==> src/rtl/fish_sprite_ctrl.sv <==
// Fish sprite controller: position/size/facing state, AUTO patrol and MANUAL keyboard motion,
// plus registered body/tail pixel hits. Optional vertical bobbing in AUTO under `FISH_BOB_EN.
module fish_sprite_ctrl #(
  parameter int H_MIN      = 104,
  parameter int H_MAX      = 903,
  parameter int V_MIN      = 23,
  parameter int V_MAX      = 622,
  parameter int POS_W      = 12,
  parameter int TICK_DIV   = 1562500,
  parameter int STEP       = 1,
  parameter int SIZE_INIT  = 20,
  parameter int SIZE_MIN   = 10,
  parameter int SIZE_MAX   = 200,
  parameter int SIZE_STEP  = 10,
  parameter int IDLE_TICKS = 64,
  parameter int SPAWN_X    = 475,
  parameter int SPAWN_Y    = 195
) (
  input  logic                    clk,
  input  logic                    rst,
  input  logic signed [POS_W-1:0] row,
  input  logic signed [POS_W-1:0] col,
  input  logic signed [POS_W-1:0] ini,
  input  logic [7:0]              key_data,
  input  logic                    key_valid,
  input  logic                    eat,
  output logic                    body,
  output logic                    tail,
  output logic signed [POS_W-1:0] pos_x,
  output logic signed [POS_W-1:0] pos_y,
  output logic [8:0]              radius,
  output logic                    facing,
  output logic [1:0]              mode
);

  typedef enum logic [1:0] {HIDDEN = 2'd0, AUTO = 2'd1, MANUAL = 2'd2} mode_t;

  localparam int MW = POS_W + 2;          // motion arithmetic, headroom for pos +/- radius
  localparam int GW = POS_W * 2 + 2;      // geometry arithmetic for squares
  localparam int TW = (TICK_DIV > 1) ? $clog2(TICK_DIV) : 1;
  localparam int IW = $clog2(IDLE_TICKS + 1);

  localparam logic signed [MW-1:0] H_LO   = MW'(H_MIN);
  localparam logic signed [MW-1:0] H_HI   = MW'(H_MAX);
  localparam logic signed [MW-1:0] V_LO   = MW'(V_MIN);
  localparam logic signed [MW-1:0] V_HI   = MW'(V_MAX);
  localparam logic signed [MW-1:0] STP    = MW'(STEP);
  localparam logic signed [MW-1:0] SZ_MIN = MW'(SIZE_MIN);
  localparam logic signed [MW-1:0] SZ_MAX = MW'(SIZE_MAX);

  localparam logic [7:0] K_LEFT = 8'h6B, K_RIGHT = 8'h74, K_UP = 8'h75, K_DOWN = 8'h72;
  localparam logic [7:0] K_GROW = 8'h5A, K_SHRINK = 8'h29;

  mode_t            state, state_n;
  logic [TW-1:0]    cnt;
  logic [IW-1:0]    idle;
  logic             key_q;
  logic             tick, key_rise, key_act, is_dir, is_grow, is_shrink, active, auto_mv;
  logic signed [MW-1:0] r_cur, r_grow, r_shr, spawn_y;
  logic signed [MW-1:0] r_n, x_n, y_n;
  logic                 f_n;
`ifdef FISH_BOB_EN
  logic signed [POS_W-1:0] base_y;
  logic signed [MW-1:0]    base_n;
  logic                    bob_up, bob_n;
`endif

  assign tick      = (cnt == TW'(TICK_DIV - 1));
  assign is_dir    = (key_data == K_LEFT) || (key_data == K_RIGHT) ||
                     (key_data == K_UP)   || (key_data == K_DOWN);
  assign is_grow   = (key_data == K_GROW);
  assign is_shrink = (key_data == K_SHRINK);
  // Unrecognised codes count as no key at all, including for the idle timeout.
  assign key_act   = key_valid && (is_dir || is_grow || is_shrink);
  assign key_rise  = key_valid && !key_q;
  assign active    = eat && (state != HIDDEN);
  assign auto_mv   = tick && (state == AUTO);
  assign r_cur     = MW'(radius);
  assign r_grow    = r_cur + MW'(SIZE_STEP);
  assign r_shr     = r_cur - MW'(SIZE_STEP);
  assign spawn_y   = MW'(SPAWN_Y) + MW'(ini);
  assign mode      = state;

  // NOTE: the reset is sampled on the clock edge (synchronous), so it lives inside the clocked branch.
  always_ff @(posedge clk) begin
    if (!rst) state <= eat ? AUTO : HIDDEN;
    else      state <= state_n;
  end

  always_comb begin
    state_n = state;
    case (state)
      HIDDEN:  if (eat) state_n = AUTO;
      AUTO:    if (!eat) state_n = HIDDEN;
               else if (key_valid && is_dir) state_n = MANUAL;
      MANUAL:  if (!eat) state_n = HIDDEN;
               else if (tick && !key_act && idle == IW'(IDLE_TICKS - 1)) state_n = AUTO;
      default: state_n = HIDDEN;
    endcase
  end

  // NOTE: every variable gets a default before any branch so no latch is inferred.
  always_comb begin
    r_n = r_cur;
    x_n = MW'(pos_x);
    y_n = MW'(pos_y);
    f_n = facing;
`ifdef FISH_BOB_EN
    base_n = MW'(base_y);
    bob_n  = bob_up;
`endif
    if (state == HIDDEN) begin
      if (eat) begin
        x_n = MW'(SPAWN_X);
        y_n = spawn_y;
        r_n = MW'(SIZE_INIT);
        f_n = 1'b1;
`ifdef FISH_BOB_EN
        base_n = spawn_y;
        bob_n  = 1'b0;
`endif
      end
    end else if (eat) begin
      // Resize first so any move this cycle clamps against the new radius.
      if (key_rise && is_grow)        r_n = (r_grow > SZ_MAX) ? SZ_MAX : r_grow;
      else if (key_rise && is_shrink) r_n = (r_shr < SZ_MIN) ? SZ_MIN : r_shr;
      if (auto_mv) begin
        x_n = facing ? x_n + STP : x_n - STP;
`ifdef FISH_BOB_EN
        if (bob_up) begin
          y_n = y_n - MW'(1);
          if (y_n <= base_n - MW'(8)) bob_n = 1'b0;
        end else begin
          y_n = y_n + MW'(1);
          if (y_n >= base_n + MW'(8)) bob_n = 1'b1;
        end
`endif
      end
      if (tick && state == MANUAL && key_valid) begin
        case (key_data)
          K_LEFT:  begin x_n = x_n - STP; f_n = 1'b0; end
          K_RIGHT: begin x_n = x_n + STP; f_n = 1'b1; end
          K_UP:    y_n = y_n - STP;
          K_DOWN:  y_n = y_n + STP;
          default: ;
        endcase
      end
      // Only an autonomous bump against a wall turns the fish around.
      if (x_n < H_LO + r_n) begin
        x_n = H_LO + r_n;
        if (auto_mv) f_n = 1'b1;
      end else if (x_n > H_HI - r_n) begin
        x_n = H_HI - r_n;
        if (auto_mv) f_n = 1'b0;
      end
      if (y_n < V_LO + r_n)      y_n = V_LO + r_n;
      else if (y_n > V_HI - r_n) y_n = V_HI - r_n;
    end
  end

  logic signed [GW-1:0] dx, dy, ady, rr, d;
  logic                 body_c, tail_c;

  always_comb begin
    dx     = GW'(col) - GW'(pos_x);
    dy     = GW'(row) - GW'(pos_y);
    rr     = GW'(radius);
    ady    = (dy < 0) ? -dy : dy;
    d      = facing ? (-dx - rr) : (dx - rr);
    body_c = (dx * dx + dy * dy) < (rr * rr);
    tail_c = (d > 0) && (d <= rr) && (ady <= d);
  end

  // NOTE: sequential state uses non-blocking assignments so all registers update together.
  always_ff @(posedge clk) begin
    if (!rst) begin
      pos_x  <= POS_W'(SPAWN_X);
      pos_y  <= spawn_y[POS_W-1:0];
      radius <= 9'(SIZE_INIT);
      facing <= 1'b1;
      cnt    <= '0;
      idle   <= '0;
      key_q  <= 1'b0;
      body   <= 1'b0;
      tail   <= 1'b0;
`ifdef FISH_BOB_EN
      base_y <= spawn_y[POS_W-1:0];
      bob_up <= 1'b0;
`endif
    end else begin
      pos_x  <= x_n[POS_W-1:0];
      pos_y  <= y_n[POS_W-1:0];
      radius <= r_n[8:0];
      facing <= f_n;
      cnt    <= tick ? '0 : cnt + TW'(1);
      key_q  <= key_valid;
      if (state != MANUAL || key_act) idle <= '0;
      else if (tick)                  idle <= (idle == IW'(IDLE_TICKS - 1)) ? '0 : idle + IW'(1);
      body   <= active && body_c;
      tail   <= active && tail_c;
`ifdef FISH_BOB_EN
      base_y <= base_n[POS_W-1:0];
      bob_up <= bob_n;
`endif
    end
  end

endmodule
==> config.mk <==
export PLATFORM = sky130hd
export DESIGN_NAME = fish_sprite_ctrl
export DESIGN_NICKNAME = d
export VERILOG_FILES = /design/src/rtl/fish_sprite_ctrl.sv
export SDC_FILE = /design/constraint.sdc
export NUM_CORES = 1
export LEC_CHECK = 0
export ABC_AREA = 1
export CAP_MARGIN = 5
export CORE_UTILIZATION = 50
export DETAILED_ROUTE_END_ITERATION = 8
export PLACE_DENSITY = 0.67
export SYNTH_ARGS = -nofsm -noshare
export SYNTH_HDL_FRONTEND = slang
export SYNTH_SLANG_ARGS = --single-unit
export TNS_END_PERCENT = 10
==> constraint.sdc <==
create_clock -name clk -period 21.1 [get_ports clk]
set_input_delay 5.275 -clock clk [delete_from_list [all_inputs] [get_ports clk]]
set_output_delay 5.275 -clock clk [all_outputs]
set_load 0.05 [all_outputs]
After elaboration in Yosys (flattened, before gate mapping)
Index checks and enable logic that the tools add are counted.
Word-level totals
  bits in registers: 67
  input port bits: 48
  logic and storage cells: 142
Cells by class
  $add $sub $neg: 22
  $mul: 3
  $lt $le $gt $ge: 11
  equal/unequal tests: 15
  mux-type cells: 52
  bitwise logic cells: 1
  reduce and logical (&&, ||, !) cells: 28
Operator list (count)
  $mux 14: 15
  $mux 12: 11
  $pmux 14 s2: 2
  $mul 13x13->26: 2
  $mux 26: 2
  $neg 13->26: 2
  $eq 8x7->1 const B: 5
  $gt 14x14->1: 2
  $lt 14x14->1: 2
  $sub 11x14->14 const A: 2
  $mux 9: 3
  $add 12x2->13 const B: 2
  $add 26x26->26: 1
  $gt 26x1->1 const B: 1
  $le 26x10->1: 1
  $le 26x26->1: 1
  $lt 26x19->1: 1
  $sub 12x12->13: 2
  $sub 12x2->13 const B: 2
  $sub 26x10->26: 1
  $add 21x1->21 const B: 1
  $eq 21x21->1 const B: 1
  $mul 9x9->18: 1
  $logic_and 1x1->1: 15
  other kinds (34): 54

Depth between registers and ports, before layout
Gate-level depths: netlist of run 1.
  word-level depth: 15
  depth in mapped cells: 46
  mapped depth without buffers: 46

Least setup slack after synthesis of run 1
Ideal clock, no wire load.
  kind: input-to-reg
  start: input row[0]
  end: register body
  data arrival time: 13.492 ns
  required time: 21.029 ns
  path slack: 7.537 ns
  cell stages on the path: 38
  buffers on the path: 1
  cell sequence: inv_1 ha_1 fa_1 o21ai_2 nand3_1 nand4_1 nand2_1 clkbuf_1 nor2_1 inv_1 fa_1 fa_1 inv_1 fa_1 fa_1 fa_1 fa_1 inv_1 [... 2 more ...] ha_1 nand2_1 nand2_1 nand3_1 nand2_1 a21oi_1 o21ai_0 xor2_1 ha_1 inv_1 nor3_1 a211oi_1 nand2_1 nor2_1 nand3b_1 nor2_1 nand4_1 a21oi_1
Between the ends
  longest elaborated chain between the ends: 5
Ends and longest elaborated chain
  start: declaration: RTL line 21  | input logic signed [POS_W-1:0] row,
  $sub 12x12->13: RTL line 166  | dy = GW'(row) - GW'(pos_y);
  $mul 13x13->26: RTL line 170  | body_c = (dx * dx + dy * dy) < (rr * rr);
  $add 26x26->26: RTL line 170
  $lt 26x19->1: RTL line 170
  $logic_and 1x1->1: RTL line 199  | body <= active && body_c;
  end signal: assignment: RTL line 199
  end: declaration: RTL line 27  | output logic body,
No other way between the ends.
A chain may end at the register's enable or synchronous reset.

Final worst setup path of run 1
Ends and elaborated chain as after synthesis.

==> results.cfg, run 1 <==
[status]
status = complete, no violations

[worst_setup_path]
cp-end-kind = flop
cp.required_ns = 21.39
crit_arrival_ns = 14.74
cp_slowest_cell = nor2_1
critPathMaxFanout = 29
cp_common_cell = fa_1
worst_path_largest_cell_delay_ns = 0.83
cp-start-kind = input port
path_class = input port to flop

[cts]
path_clk_slew_ns = 0.07
hold_buffers = 0
cts_tree = yes
clkSinkCount = 67
cts.path.max_buffers = 2
cts-resized-gates = 0
root_buffer = clkbuf_16
clock_latency_ns = 0.36
postCtsSetupBuffers = 0
htreeDepth = 3
cts_buffers = 9

[yosys]
yosys_warnings = 0
synth_edf_count = 14
ys.flop_type = dfxtp_1
ys_types = 65
ys_seq_area_share_pct = 5.658
syn_area_um2 = 26180
synth_area_leader_cell = fa_1
synth.top_cell.area_share_pct = 28.83
synth_area_leaders = fa_1 (29%), ha_1 (17%), inv_1 (12%)
synthCells = 3584
async_flop_share_pct = 0
synth_seq_cells = 67
syn_avg_cell_area_um2 = 7.305

[floorplanning]
start_util_pct = 50.83
num_rows = 83
io_pins = 86
core_um2 = 51510
die_h_um = 230.8
dieWidth_um = 230.8
dieArea_um2 = 53280

[final_layout]
drive_gt1_share_pct = 3.627
fill_cells = 5133
multi_input_area_um2 = 21280
nNetsFinal = 4447
antenna_cells = 0
instances_no_fill = 4347
seq_area_um2 = 1481
utilization_pct = 54.70
area_growth_pct = 7.608

[timing]
relSlewSlack_pct = 22.61
hold_viol_final = 0
rsz0062_at_grt = no
fin_ws_ns = 6.648
min_period_ns = 14.45
finClkSkew_ns = 0.01621
setup_viol = 0
worst_pin_slew_ns = 1.160
fmax_ghz = 0.06919
tns_ns = 0
finalCritPeriodShare_pct = 68.49
drv_slew = 0

[global_route]
grtUsageMet2_pct = 46.21
grt-ovfl-total = 0
met3_usage_pct = 2.730
grt_max_degree = 30
grt.total_usage_pct = 27.09
grt_pass1_wl_um = 114100
busiest_layer = met2
grtUsageMet1_pct = 36.80
first_global_vias = 22120
antenna_found_initial = 0

[min_path]
hold_path.class = flop to flop

[routing]
avgRoutedWirePerCell_um = 16.10
finalWirelength_um = 70000
postRouteAntennaNets = 0
drt-initial-drc-count = 1200
drc = 0
vias = 22550
via_per_inst = 5.187
dr.pass1.iters = 5

[placed_design]
port_buffers = 85
dp_cells = 4331
dp_slack_ns = 6.217
gp_congestion = 0.9282
place_hpwl_um = 59810

[run]
drv_cap = 0
==> cell type report <==
type | instances | share of cell area (%)
well taps | 680 | 3.020
repair buffers | 106 | 3.580
multi-input cells | 2613 | 75.52
clock inverters | 7 | 0.2709
flip-flops and latches | 67 | 5.258
inverters | 865 | 11.56
clock buffers | 9 | 0.7994
==> state kept, by name, summed over array words and instances, names as in the netlist <==
signal and cells:
pos_x 12, tail 1, radius 9, key_q 1
cnt 21, facing 1, idle 7, pos_y 12
body 1, mode 2
==> path summary, 6_finish.rpt <==
kind                           start                 to  slack, ns  cells after the start
hold / removal     cnt[0]$_SDFF_PP0_  cnt[0]$_SDFF_PP0_       0.45                      1
setup reg to reg  pos_y[0]$_DFFE_PP_    body$_SDFF_PN0_      11.61                     35
hold reg to reg    cnt[0]$_SDFF_PP0_  cnt[0]$_SDFF_PP0_       0.45                      1
setup / recovery              row[0]    body$_SDFF_PN0_       6.65                     37
==> worst max-delay path: cells and delay by family <==
kind	cells	cell delay, ns
buffers and inverters	8	1.43
AND/OR/NAND/NOR	10	1.61
XOR/XNOR	1	0.15
AO/OA/AOI/OAI	7	1.35
adder cells (fa/ha/maj)	11	4.92
==> routing by layer <==
metal | wire (um) | up-vias
met5 | 0 | -
met3 | 3662 | 99
met1 | 31510 | 10680
met4 | 1607 | 0
li1 | - | 11230
met2 | 33230 | 548
==> synthesized netlist by cell type, types with 3 or more instances <==
cell / instances
a211oi_1: 5
a21boi_0: 3
a21o_1: 9
a21oi_1: 189
a21oi_2: 3
a22oi_1: 6
a31oi_1: 11
and2_1: 10
buf_2: 11
clkbuf_1: 36
clkinv_1: 6
dfxtp_1: 53
edfxtp_1: 14
fa_1: 377
ha_1: 360
inv_1: 840
inv_2: 15
inv_4: 3
nand2_1: 677
nand2_2: 13
nand2_4: 7
nand3_1: 157
nand3_2: 8
nand3b_1: 5
nand4_1: 33
nor2_1: 311
nor2_2: 3
nor2_4: 4
nor3_1: 56
nor3b_1: 6
nor4_1: 11
o2111ai_1: 3
o211ai_1: 13
o21a_1: 10
o21ai_0: 95
o21ai_1: 7
o21ai_2: 4
o21bai_1: 18
o22ai_1: 11
o31ai_1: 8
or2_2: 23
xnor2_1: 39
xor2_1: 81
==> layout by cell type, fill, tap and decap left out, drive strengths merged, types with 9 or more instances in the layout <==
cell type / n
nor2: 319
a21oi: 192
a21o: 9
o211ai: 13
ha: 360
edfxtp: 14
nand4: 33
clkbuf: 9
o21bai: 18
fa: 377
inv: 864
nor4: 11
and2: 10
xor2: 82
xnor2: 39
dfxtp: 53
o21a: 10
buf: 21
clkdlybuf4s50: 85
nand2: 697
conb: 16
o21ai: 107
a31oi: 11
nand3: 167
or2: 24
nor3: 59
o22ai: 11
==> kinds of logic (layout without fill, tap and decap cells) <==
logic type               after synthesis  in the layout  share of synthesized area (%)
buffers and inverters                918            987                          13.31
adder cells (fa/ha/maj)              737            737                          46.03
AND/OR/NAND/NOR                     1332           1332                          21.95
XOR/XNOR                             121            121                          4.076
other                                  2             16                        0.02868
AO/OA/AOI/OAI                        407            407                          8.946
flip-flops                            67             67                          5.658
==> stage by stage <==
step                      hold slack [ns]  area [um2]
after detailed placement           0.4366       27870
final                              0.4484       28170
after global placement             0.4319       27870
after global routing               0.4706       28170
after CTS                          0.4498       28170
after floorplan                    0.4176       26230
Power of run 1 is not shown: default switching activity piles up to over one toggle a cycle in this logic, so the estimate is an artifact.
==> run 2: changes to the inputs <==
--- a/config.mk
+++ b/config.mk
@@ -9,7 +9,7 @@
 export CAP_MARGIN = 5
 export CORE_UTILIZATION = 50
 export DETAILED_ROUTE_END_ITERATION = 8
-export PLACE_DENSITY = 0.67
+export PLACE_DENSITY = 0.7
 export SYNTH_ARGS = -nofsm -noshare
 export SYNTH_HDL_FRONTEND = slang
 export SYNTH_SLANG_ARGS = --single-unit
==> constraint.sdc (replaced) <==
create_clock -name clk -period 11.7 [get_ports clk]
set_input_delay 2.925 -clock clk [delete_from_list [all_inputs] [get_ports clk]]
set_output_delay 2.925 -clock clk [all_outputs]
set_load 0.05 [all_outputs]
==> run 2 against run 1 <==
Net effect: global-route usage rose by 0.62 points; via count rose by 1.4%; final area increased by 2.3%; non-clock buffer count increased by 80; clock skew is 0.0039 ns higher; highest routed layer unchanged; die area did not move; worst setup slack got worse by 6.1 ns; core utilization rose by 1.2 points; first-iteration DRC count rose by 11%; count of clock-buffer cells in the layout did not move; cell count increased by 1.8%; routed wire length up 1.6%.
==> results.cfg, run 2 (synthesis gave the netlist of run 1 again) <==
[status]
status = complete, no violations

[floorplanning]
start_util_pct = 50.83
dieArea_um2 = 53280
core_um2 = 51510
die_h_um = 230.8
num_rows = 83
dieWidth_um = 230.8
io_pins = 86

[worst_setup_path]
worst_path_largest_cell_delay_ns = 0.57
critPathMaxFanout = 3
crit_arrival_ns = 11.46
cp_common_cell = fa_1
cp-start-kind = input port
cp_slowest_cell = fa_1
cp-end-kind = flop
cp.required_ns = 11.99
path_class = input port to flop

[routing]
vias = 22870
drt-initial-drc-count = 1337
drc = 0
avgRoutedWirePerCell_um = 16.07
finalWirelength_um = 71120
dr.pass1.iters = 5
postRouteAntennaNets = 0
via_per_inst = 5.166

[run]
drv_cap = 0

[final_layout]
drive_gt1_share_pct = 6.058
largest_reg_flops = 21
most-common-layout-cells = inv_1 (840), nand2_1 (674), fa_1 (377)
area_growth_pct = 10.03
reg.largest.list = cnt x21, pos_x x12, pos_y x12
fill_cells = 5041
nNetsFinal = 4527
antenna_cells = 0
layout_commonest_cell = inv_1
top_register = cnt
utilization_pct = 55.93

[cts]
htreeDepth = 3
hold_buffers = 0
clkSinkCount = 67
clock_latency_ns = 0.36
cts_tree = yes
cts-resized-gates = 0
cts_buffers = 9
postCtsSetupBuffers = 0
root_buffer = clkbuf_16
path_clk_slew_ns = 0.08
cts.path.max_buffers = 2

[timing]
relSlewSlack_pct = 23.60
hold_viol_final = 0
fmax_ghz = 0.08951
worst_pin_slew_ns = 1.145
min_period_ns = 11.17
finalCritPeriodShare_pct = 95.49
finClkSkew_ns = 0.02011
setup_viol = 0
rsz0062_at_grt = no
drv_slew = 0

[global_route]
grt_pass1_wl_um = 116700
grt_max_degree = 29
antenna_found_initial = 0
grt.total_usage_pct = 27.72
grt-ovfl-total = 0
first_global_vias = 22990

[placed_design]
gp_congestion = 0.9443
place_hpwl_um = 61750
port_buffers = 85

[min_path]
hold_path.class = flop to flop
## run 2: final timing paths
kind,from,cells after the start,endpoint,slack [ns]
setup / recovery,row[0],37,body$_SDFF_PN0_,0.53
hold / removal,cnt[0]$_SDFF_PP0_,1,cnt[0]$_SDFF_PP0_,0.45
setup reg to reg,pos_y[2]$_DFFE_PP_,37,body$_SDFF_PN0_,3.10
hold reg to reg,cnt[0]$_SDFF_PP0_,1,cnt[0]$_SDFF_PP0_,0.45
## run 2: stage by stage
step | setup TNS, ns | setup slack [ns] | area, um2 | hold slack [ns] | std cells
4_1_cts | 0 | 0.2590 | 28760 | 0.4541 | 4427
6_report | 0 | 0.5276 | 28810 | 0.4494 | 4427
5_1_grt | 0 | 0.003023 | 28810 | 0.4639 | 4427
3_3_place_gp | 0 | 0.04516 | 28460 | 0.4323 | 4411
2_1_floorplan | 0 | 0.4868 | 26230 | 0.4176 | 3598
3_5_place_dp | -0.1141 | -0.1141 | 28460 | 0.4393 | 4411
## run 2: final cells by class
| type | instances | area, um2 | area share, % |
|---|---|---|---|
| Sequential cell | 67 | 1481 | 5.142 |
| Tap cell | 680 | 850.8 | 2.953 |
| Clock buffer | 9 | 225.2 | 0.7818 |
| Multi-Input combinational cell | 2613 | 21320 | 74.00 |
| Timing Repair Buffer | 186 | 1609 | 5.585 |
| Inverter | 865 | 3256 | 11.30 |
| Clock inverter | 7 | 67.56 | 0.2345 |
## run 2: worst max-delay path: cells and delay by family
| kind | cells | cell delay (ns) |
|---|---|---|
| AND/OR/NAND/NOR | 5 | 0.62 |
| adder cells (fa/ha/maj) | 11 | 4.84 |
| XOR/XNOR | 2 | 0.34 |
| buffers and inverters | 10 | 1.37 |
| AO/OA/AOI/OAI | 9 | 1.37 |
## run 2: routing by layer
layer  GRT usage [%]  up-vias  share of wire, %
li1                -    11390                 -
met1           36.65    10730                44
met2           47.86      633                48
met3           2.557      112               5.5
met4           8.299        0               3.2
met5               0        -                 0
Power of run 2 is left out for the same reason.
